<file path="src/rtl/amci_arbiter_if.sv">
// Signal bundle between two AMCI requesters, the arbiter and one axi4_lite_master AMCI port.
// The arbiter binds the slave modport; the requester FSMs and master binding use the master modport.
interface amci_arbiter_if #(
   parameter int AXI_ADDR_WIDTH = 32,
   parameter int AXI_DATA_WIDTH = 32
);
   // Requester side: per-requester slices packed as [i*W +: W]
   logic [2*AXI_ADDR_WIDTH-1:0] REQ_WADDR;
   logic [2*AXI_DATA_WIDTH-1:0] REQ_WDATA;
   logic [1:0]                  REQ_WRITE;
   logic [3:0]                  REQ_WRESP;
   logic [1:0]                  REQ_WIDLE;
   logic [2*AXI_ADDR_WIDTH-1:0] REQ_RADDR;
   logic [1:0]                  REQ_READ;
   logic [2*AXI_DATA_WIDTH-1:0] REQ_RDATA;
   logic [3:0]                  REQ_RRESP;
   logic [1:0]                  REQ_RIDLE;

   // Master side: the shared AMCI port of the axi4_lite_master
   logic [AXI_ADDR_WIDTH-1:0]   AMCI_WADDR;
   logic [AXI_DATA_WIDTH-1:0]   AMCI_WDATA;
   logic                        AMCI_WRITE;
   logic [1:0]                  AMCI_WRESP;
   logic                        AMCI_WIDLE;
   logic [AXI_ADDR_WIDTH-1:0]   AMCI_RADDR;
   logic                        AMCI_READ;
   logic [AXI_DATA_WIDTH-1:0]   AMCI_RDATA;
   logic [1:0]                  AMCI_RRESP;
   logic                        AMCI_RIDLE;

   modport slave (
      input  REQ_WADDR, REQ_WDATA, REQ_WRITE, REQ_RADDR, REQ_READ,
      input  AMCI_WRESP, AMCI_WIDLE, AMCI_RDATA, AMCI_RRESP, AMCI_RIDLE,
      output REQ_WRESP, REQ_WIDLE, REQ_RDATA, REQ_RRESP, REQ_RIDLE,
      output AMCI_WADDR, AMCI_WDATA, AMCI_WRITE, AMCI_RADDR, AMCI_READ
   );

   modport master (
      output REQ_WADDR, REQ_WDATA, REQ_WRITE, REQ_RADDR, REQ_READ,
      output AMCI_WRESP, AMCI_WIDLE, AMCI_RDATA, AMCI_RRESP, AMCI_RIDLE,
      input  REQ_WRESP, REQ_WIDLE, REQ_RDATA, REQ_RRESP, REQ_RIDLE,
      input  AMCI_WADDR, AMCI_WDATA, AMCI_WRITE, AMCI_RADDR, AMCI_READ
   );
endinterface

</file>
<file path="src/rtl/amci_arbiter.sv">
// Two-requester round-robin arbiter in front of one axi4_lite_master AMCI port.
// Write and read channels run independent IDLE -> SETTLE -> WAIT FSMs and pointers.
module amci_arbiter #(
   parameter int AXI_ADDR_WIDTH = 32,
   parameter int AXI_DATA_WIDTH = 32
) (
   input  logic          clk,
   input  logic          resetn,
   amci_arbiter_if.slave bus,
   output logic [1:0]    dbg_wstate,
   output logic [1:0]    dbg_rstate
);
   localparam int AW = AXI_ADDR_WIDTH;
   localparam int DW = AXI_DATA_WIDTH;

   // Handshake: a requester may pulse REQ_WRITE/READ[i] for one cycle only while
   // REQ_WIDLE/RIDLE[i]=1; the idle bit stays low until that request's response
   // is latched. Toward the master, AMCI_WRITE/READ is a one-cycle start pulse
   // issued only while AMCI_WIDLE/RIDLE=1, and completion is the idle bit rising.
   typedef enum logic [1:0] {
      ST_IDLE   = 2'd0,
      ST_SETTLE = 2'd1,
      ST_WAIT   = 2'd2
   } chan_state_t;

   chan_state_t   w_state, r_state;
   logic [1:0]    pending_w, pending_r;
   logic          w_ptr, r_ptr;
   logic          w_grant, r_grant;
   logic          w_pick, r_pick;
   logic [AW-1:0] w_addr_slot [2];
   logic [DW-1:0] w_data_slot [2];
   logic [AW-1:0] r_addr_slot [2];

   // Single pending requester wins outright; the pointer only breaks ties.
   function automatic logic pick(input logic [1:0] pend, input logic ptr);
      return (pend == 2'b11) ? ptr : pend[1];
   endfunction

   assign w_pick = pick(pending_w, w_ptr);
   assign r_pick = pick(pending_r, r_ptr);

   assign bus.REQ_WIDLE = ~pending_w;
   assign bus.REQ_RIDLE = ~pending_r;

   assign dbg_wstate = w_state;
   assign dbg_rstate = r_state;

   // ---------------------------------------------------------------- write
   always_ff @(posedge clk or negedge resetn) begin
      if (!resetn) begin
         w_state        <= ST_IDLE;
         w_ptr          <= 1'b0;
         w_grant        <= 1'b0;
         pending_w      <= 2'b00;
         w_addr_slot[0] <= '0;
         w_addr_slot[1] <= '0;
         w_data_slot[0] <= '0;
         w_data_slot[1] <= '0;
         bus.AMCI_WADDR <= '0;
         bus.AMCI_WDATA <= '0;
         bus.AMCI_WRITE <= 1'b0;
         bus.REQ_WRESP  <= '0;
      end else begin
         // Capture is gated by the pre-update idle bit, so a pulse landing on
         // the completion cycle is dropped rather than queued.
         for (int i = 0; i < 2; i++) begin
            if (bus.REQ_WRITE[i] && !pending_w[i]) begin
               pending_w[i]   <= 1'b1;
               w_addr_slot[i] <= bus.REQ_WADDR[i*AW +: AW];
               w_data_slot[i] <= bus.REQ_WDATA[i*DW +: DW];
            end
         end

         case (w_state)
            ST_IDLE: begin
               if ((pending_w != 2'b00) && bus.AMCI_WIDLE) begin
                  w_grant        <= w_pick;
                  bus.AMCI_WADDR <= w_addr_slot[w_pick];
                  bus.AMCI_WDATA <= w_data_slot[w_pick];
                  bus.AMCI_WRITE <= 1'b1;
                  w_state        <= ST_SETTLE;
               end
            end
            ST_SETTLE: begin
               // Master is still raising its busy flag; WIDLE is stale here.
               bus.AMCI_WRITE <= 1'b0;
               w_state        <= ST_WAIT;
            end
            ST_WAIT: begin
               if (bus.AMCI_WIDLE) begin
                  if (w_grant) bus.REQ_WRESP[3:2] <= bus.AMCI_WRESP;
                  else         bus.REQ_WRESP[1:0] <= bus.AMCI_WRESP;
                  pending_w[w_grant] <= 1'b0;
                  w_ptr              <= ~w_grant;
                  w_state            <= ST_IDLE;
               end
            end
            default: begin
               bus.AMCI_WRITE <= 1'b0;
               w_state        <= ST_IDLE;
            end
         endcase
      end
   end

   // ----------------------------------------------------------------- read
   always_ff @(posedge clk or negedge resetn) begin
      if (!resetn) begin
         r_state        <= ST_IDLE;
         r_ptr          <= 1'b0;
         r_grant        <= 1'b0;
         pending_r      <= 2'b00;
         r_addr_slot[0] <= '0;
         r_addr_slot[1] <= '0;
         bus.AMCI_RADDR <= '0;
         bus.AMCI_READ  <= 1'b0;
         bus.REQ_RRESP  <= '0;
         bus.REQ_RDATA  <= '0;
      end else begin
         for (int i = 0; i < 2; i++) begin
            if (bus.REQ_READ[i] && !pending_r[i]) begin
               pending_r[i]   <= 1'b1;
               r_addr_slot[i] <= bus.REQ_RADDR[i*AW +: AW];
            end
         end

         case (r_state)
            ST_IDLE: begin
               if ((pending_r != 2'b00) && bus.AMCI_RIDLE) begin
                  r_grant        <= r_pick;
                  bus.AMCI_RADDR <= r_addr_slot[r_pick];
                  bus.AMCI_READ  <= 1'b1;
                  r_state        <= ST_SETTLE;
               end
            end
            ST_SETTLE: begin
               bus.AMCI_READ <= 1'b0;
               r_state       <= ST_WAIT;
            end
            ST_WAIT: begin
               // Only the granted requester's data/resp slice moves; the other holds.
               if (bus.AMCI_RIDLE) begin
                  if (r_grant) begin
                     bus.REQ_RRESP[3:2]         <= bus.AMCI_RRESP;
                     bus.REQ_RDATA[2*DW-1:DW]   <= bus.AMCI_RDATA;
                  end else begin
                     bus.REQ_RRESP[1:0]         <= bus.AMCI_RRESP;
                     bus.REQ_RDATA[DW-1:0]      <= bus.AMCI_RDATA;
                  end
                  pending_r[r_grant] <= 1'b0;
                  r_ptr              <= ~r_grant;
                  r_state            <= ST_IDLE;
               end
            end
            default: begin
               bus.AMCI_READ <= 1'b0;
               r_state       <= ST_IDLE;
            end
         endcase
      end
   end
endmodule
</file>
<file path="src/flat_wrapper.sv">
// flat-port wrapper written by rule: the top's interface ports become plain ports
module amci_arbiter_flat 
#(
   parameter int AXI_ADDR_WIDTH = 32,
   parameter int AXI_DATA_WIDTH = 32
)
  (clk, resetn, dbg_wstate, dbg_rstate, bus_REQ_WADDR, bus_REQ_WDATA, bus_REQ_WRITE, bus_REQ_RADDR, bus_REQ_READ, bus_AMCI_WRESP, bus_AMCI_WIDLE, bus_AMCI_RDATA, bus_AMCI_RRESP, bus_AMCI_RIDLE, bus_REQ_WRESP, bus_REQ_WIDLE, bus_REQ_RDATA, bus_REQ_RRESP, bus_REQ_RIDLE, bus_AMCI_WADDR, bus_AMCI_WDATA, bus_AMCI_WRITE, bus_AMCI_RADDR, bus_AMCI_READ);
  amci_arbiter_if #(.AXI_ADDR_WIDTH(AXI_ADDR_WIDTH), .AXI_DATA_WIDTH(AXI_DATA_WIDTH)) bus_i ();
  input  logic clk;
  input  logic resetn;
  output logic [1:0] dbg_wstate;
  output logic [1:0] dbg_rstate;
  input wire logic [$bits(bus_i.REQ_WADDR)-1:0] bus_REQ_WADDR;
  input wire logic [$bits(bus_i.REQ_WDATA)-1:0] bus_REQ_WDATA;
  input wire logic [$bits(bus_i.REQ_WRITE)-1:0] bus_REQ_WRITE;
  input wire logic [$bits(bus_i.REQ_RADDR)-1:0] bus_REQ_RADDR;
  input wire logic [$bits(bus_i.REQ_READ)-1:0] bus_REQ_READ;
  input wire logic [$bits(bus_i.AMCI_WRESP)-1:0] bus_AMCI_WRESP;
  input wire logic [$bits(bus_i.AMCI_WIDLE)-1:0] bus_AMCI_WIDLE;
  input wire logic [$bits(bus_i.AMCI_RDATA)-1:0] bus_AMCI_RDATA;
  input wire logic [$bits(bus_i.AMCI_RRESP)-1:0] bus_AMCI_RRESP;
  input wire logic [$bits(bus_i.AMCI_RIDLE)-1:0] bus_AMCI_RIDLE;
  output wire logic [$bits(bus_i.REQ_WRESP)-1:0] bus_REQ_WRESP;
  output wire logic [$bits(bus_i.REQ_WIDLE)-1:0] bus_REQ_WIDLE;
  output wire logic [$bits(bus_i.REQ_RDATA)-1:0] bus_REQ_RDATA;
  output wire logic [$bits(bus_i.REQ_RRESP)-1:0] bus_REQ_RRESP;
  output wire logic [$bits(bus_i.REQ_RIDLE)-1:0] bus_REQ_RIDLE;
  output wire logic [$bits(bus_i.AMCI_WADDR)-1:0] bus_AMCI_WADDR;
  output wire logic [$bits(bus_i.AMCI_WDATA)-1:0] bus_AMCI_WDATA;
  output wire logic [$bits(bus_i.AMCI_WRITE)-1:0] bus_AMCI_WRITE;
  output wire logic [$bits(bus_i.AMCI_RADDR)-1:0] bus_AMCI_RADDR;
  output wire logic [$bits(bus_i.AMCI_READ)-1:0] bus_AMCI_READ;
  assign bus_i.REQ_WADDR = bus_REQ_WADDR;
  assign bus_i.REQ_WDATA = bus_REQ_WDATA;
  assign bus_i.REQ_WRITE = bus_REQ_WRITE;
  assign bus_i.REQ_RADDR = bus_REQ_RADDR;
  assign bus_i.REQ_READ = bus_REQ_READ;
  assign bus_i.AMCI_WRESP = bus_AMCI_WRESP;
  assign bus_i.AMCI_WIDLE = bus_AMCI_WIDLE;
  assign bus_i.AMCI_RDATA = bus_AMCI_RDATA;
  assign bus_i.AMCI_RRESP = bus_AMCI_RRESP;
  assign bus_i.AMCI_RIDLE = bus_AMCI_RIDLE;
  assign bus_REQ_WRESP = bus_i.REQ_WRESP;
  assign bus_REQ_WIDLE = bus_i.REQ_WIDLE;
  assign bus_REQ_RDATA = bus_i.REQ_RDATA;
  assign bus_REQ_RRESP = bus_i.REQ_RRESP;
  assign bus_REQ_RIDLE = bus_i.REQ_RIDLE;
  assign bus_AMCI_WADDR = bus_i.AMCI_WADDR;
  assign bus_AMCI_WDATA = bus_i.AMCI_WDATA;
  assign bus_AMCI_WRITE = bus_i.AMCI_WRITE;
  assign bus_AMCI_RADDR = bus_i.AMCI_RADDR;
  assign bus_AMCI_READ = bus_i.AMCI_READ;
  amci_arbiter #(.AXI_ADDR_WIDTH(AXI_ADDR_WIDTH), .AXI_DATA_WIDTH(AXI_DATA_WIDTH)) u_core (.clk(clk), .resetn(resetn), .bus(bus_i), .dbg_wstate(dbg_wstate), .dbg_rstate(dbg_rstate));
endmodule
</file>
<file path="config.mk">
export PLATFORM = sky130hd
export DESIGN_NAME = amci_arbiter_flat
export DESIGN_NICKNAME = d
export VERILOG_FILES = /design/src/rtl/amci_arbiter_if.sv /design/src/rtl/amci_arbiter.sv /design/src/flat_wrapper.sv
export SDC_FILE = /design/constraint.sdc
export NUM_CORES = 1
export LEC_CHECK = 0
export BUFFER_PORTS_ARGS = -buffer_cell sky130_fd_sc_hd__clkbuf_2
export CORE_ASPECT_RATIO = 0.7
export CORE_MARGIN = 3
export CORE_UTILIZATION = 31
export DETAILED_ROUTE_END_ITERATION = 8
export PLACE_DENSITY = 0.5
export SLEW_MARGIN = 20
export SYNTH_ARGS = -nofsm -noshare
export SYNTH_HDL_FRONTEND = slang
export SYNTH_SLANG_ARGS = --single-unit
</file>
<file path="constraint.sdc">
create_clock -name clk -period 2.46 [get_ports clk]
set_input_delay 0 -clock clk [delete_from_list [all_inputs] [get_ports clk]]
set_output_delay 0 -clock clk [all_outputs]
set_load 0.005 [all_outputs]
</file>
==> flow_summary.ini <==
[yosys]
synthCells = 948
netlist-cell-type-count = 33
mappedNetlistNets = 1184
yosys_warnings = 0
synth_edf_count = 0
synth_sequential_area_ratio_pct = 63.8
most_frequently_used_cell_type_in_the_post_synthesis_netlist = sky130_fd_sc_hd__dfrtp_1
post-synth-top-area-cell = sky130_fd_sc_hd__dfrtp_1
synth.cells.most_frequent = 374 x sky130_fd_sc_hd__dfrtp_1, 231 x sky130_fd_sc_hd__mux2_2, 64 x sky130_fd_sc_hd__or3_1, 61 x sky130_fd_sc_hd__o221a_2
post-synth-top-area-fraction_pct = 63.8
synth_area_mm2 = 0.0147
synth_flop_cell = sky130_fd_sc_hd__dfrtp_1
synth-async-reset-ratio_pct = 100
synth.ff_latch_count = 374
post_synth_main_area_contributors = sky130_fd_sc_hd__dfrtp_1 64%, sky130_fd_sc_hd__mux2_2 18%, sky130_fd_sc_hd__o221a_2 4.7%
syn_area_per_cell_um2 = 15.5

[clock_tree]
inserted_clock_buffers = 41
cts_max_level = 2
maximum_buffer_depth_of_the_clock_tree = 3
clock_transition_at_path_regs_ns = 0.06
later_pin_clock_latency_in_the_skew_report_ns = 0.54
cts_sinks = 374
post_cts_resize_count = 0
root_buffer = sky130_fd_sc_hd__clkbuf_16
cts_tree = done

[critical_path]
worst_path_max_delay_cell = sky130_fd_sc_hd__dfrtp_1
crit_path_cell_trace = nand4bb_4, buf_4, or3_1, o221a_2
crit_fanout = 53
timing_worst_setup_path_type = reg2reg
cpLargestDelayFamily = simple AND/OR/NAND/NOR gates
setup_crit_start_kind = flip-flop
setup.worst_path.end_class = flip-flop
worst_endpoint_required_time_ns = 2.88
critical_path.n_buffers_inverters = 1
crit_arrival_ns = 2.29
max_stage_delay_on_crit_path_ns = 0.43

[outcome]
run_status = complete, no violations

[timing]
post-route-period-util_pct = 76.0
fmax_ghz = 0.535
final_period_minus_worst_setup_slack_ns = 1.87
timing.setup.tns_ns = 0
worst_clock_skew_ns = 0.0174
final-setup-viol-count = 0
final_max_slew_viol_count = 0
hold_violations = 0
slew_headroom_pct = 52.2
timing_worst_slew_pin_value_ns = 0.717
rsz0062_at_grt = false
setup_ws_ns = 0.590

[drt]
viasPerCell = 4.69
detailedRoute.firstIterationViolations = 511
drtAntennaViolNets = 0
drc_errors = 0
detail_route.first_pass.iterations = 4
vias = 10500
wl_per_cell_um = 19.7
route.final.wire_length_um = 44200

[power_and_ir_drop]
vdd_drop_max_v = 0.000511
p_per_area_mw_per_mm2 = 1220
p_leak_nw = 9.58

[place]
portBuffers = 413
finalWeightedCongestion = 0.787
post-place-ws_ns = 0.584
detailed_place_hpwl_um = 29000

[global_route]
wire_length_of_the_first_global_routing_pass_um = 68500
first_global_vias = 11400
maximum_number_of_pins_on_one_net_before_global_route_repair = 79
antenna_violations_before_repair = 5
groute.usage.overall_pct = 17.4
grt_remaining_overflow = 0

[hold_path]
hold_class = in2async

[final_layout]
synth_to_final_area_change_pct = 45.0
net_count_of_the_finished_layout = 1834
post_route_cells_drive_above_1_share_pct = 50.0

[floorplanning]
die-height_um = 188
floorplan.die_area_mm2 = 0.0500
core_area_mm2 = 0.0466
fp-row-count = 66
die_x_um = 266
start_util_pct = 31.5
io-pin-count = 414

[run]
max-cap-violations = 0
-- cell type report --
cell class | instances | area (um2)
Antenna cell | 3 | 7.51
Clock buffer | 62 | 1260
Clock inverter | 8 | 100
Fill cell | 4269 | 25300
Inverter | 9 | 33.8
Multi-Input combinational cell | 493 | 4990
Sequential cell | 374 | 9360
Tap cell | 612 | 766
Timing Repair Buffer | 679 | 4770
-- kinds of logic (layout without fill, tap and decap cells) --
kind of cell    Yosys count  count (layout)  synth area share, %
compound gates          140             140                 9.43
buf+inv                  81             758                 2.71
flops                   374             374                 63.8
mux                     265             265                 20.3
other cells               0               3                    0
simple gates             88              88                 3.77
-- placed cells by master, fill, tap and decap left out, types with 9 or more instances in the layout --
cell                              n
sky130_fd_sc_hd__o32ai_1         32
sky130_fd_sc_hd__buf_12           9
sky130_fd_sc_hd__mux2_1          34
sky130_fd_sc_hd__a2bb2oi_1       32
sky130_fd_sc_hd__clkbuf_16       43
sky130_fd_sc_hd__clkbuf_2       412
sky130_fd_sc_hd__o221a_2         61
sky130_fd_sc_hd__buf_4           22
sky130_fd_sc_hd__dfrtp_1        374
sky130_fd_sc_hd__mux2_2         231
sky130_fd_sc_hd__clkbuf_8        11
sky130_fd_sc_hd__or3_1           64
sky130_fd_sc_hd__dlygate4sd3_1  235
-- path summary, 6_finish.rpt --
kind,startpoint,to,slack [ns],depth (start not counted)
hold / removal,resetn,u_core.r_addr_slot[4]$_DFFE_PN0P_,0.009,2
hold reg to reg,u_core.bus.REQ_RDATA[18]$_DFFE_PN0P_,u_core.bus.REQ_RDATA[18]$_DFFE_PN0P_,0.48,1
max in group asynchronous,resetn,u_core.w_addr_slot[55]$_DFFE_PN0P_,1.54,3
min in group clk,bus_REQ_WADDR[50],u_core.w_addr_slot[18]$_DFFE_PN0P_,0.23,3
setup reg to reg,u_core.dbg_wstate[1]$_DFFE_PN0P_,u_core.bus.AMCI_WADDR[24]$_DFFE_PN0P_,0.59,4
setup / recovery,u_core.dbg_wstate[1]$_DFFE_PN0P_,u_core.bus.AMCI_WADDR[24]$_DFFE_PN0P_,0.59,4
-- sequential cells by signal (all words and copies together), names as in the netlist, 32 cells and up --
register	flops
u_core.bus.AMCI_WDATA	32
u_core.bus.AMCI_RADDR	32
u_core.w_addr_slot	64
u_core.bus.REQ_RDATA	64
u_core.r_addr_slot	64
u_core.bus.AMCI_WADDR	32
u_core.w_data_slot	64
-- what timing repair did --
| action | in CTS | in global routing |
|---|---|---|
| buffers inserted | 0 | 0 |
| hold buffers | 235 | 0 |
| endpoints found under the hold margin | 367 | 0 |
-- through the flow --
stage                     area, um2  hold slack (ns)  utilization [%]  power, W  std cells
after floorplan               14700           -0.296                -    0.0159        948
after global placement        17600           0.0290             37.7    0.0195       1932
after detailed placement      17600           0.0392             37.7    0.0197       1932
after CTS                     21300           0.0334             45.7    0.0264       2237
after global routing          21300           0.0692             45.7    0.0277       2240
final                         21300          0.00872             45.7    0.0260       2240
-- worst register-to-register path: cells and delay by family (launching register included) --
kind                   cells  cell delay, ns
flip-flops                 1            0.43
buffers and inverters      1            0.39
AND/OR/NAND/NOR            2            0.80
AO/OA/AOI/OAI              1            0.13
-- power by group --
part	internal (W)	switching [W]	leakage [nW]
Clock	0.00372	0.00248	0.667
Sequential	0.00928	0.00169	4.39
Combinational	0.00497	0.00390	4.52
-- per-layer routing --
metal | part of all wire (%) | up-vias | global-route usage [%] | routed length (um)
li1 | - | 4878 | - | -
met1 | 46 | 5287 | 23.6 | 20200
met2 | 46 | 286 | 27.8 | 20300
met3 | 6.3 | 60 | 4.77 | 2780
met4 | 2.0 | 4 | 4.34 | 869
met5 | 0.061 | - | 0 | 27
No activity file was read; power rests on OpenSTA's default activity.
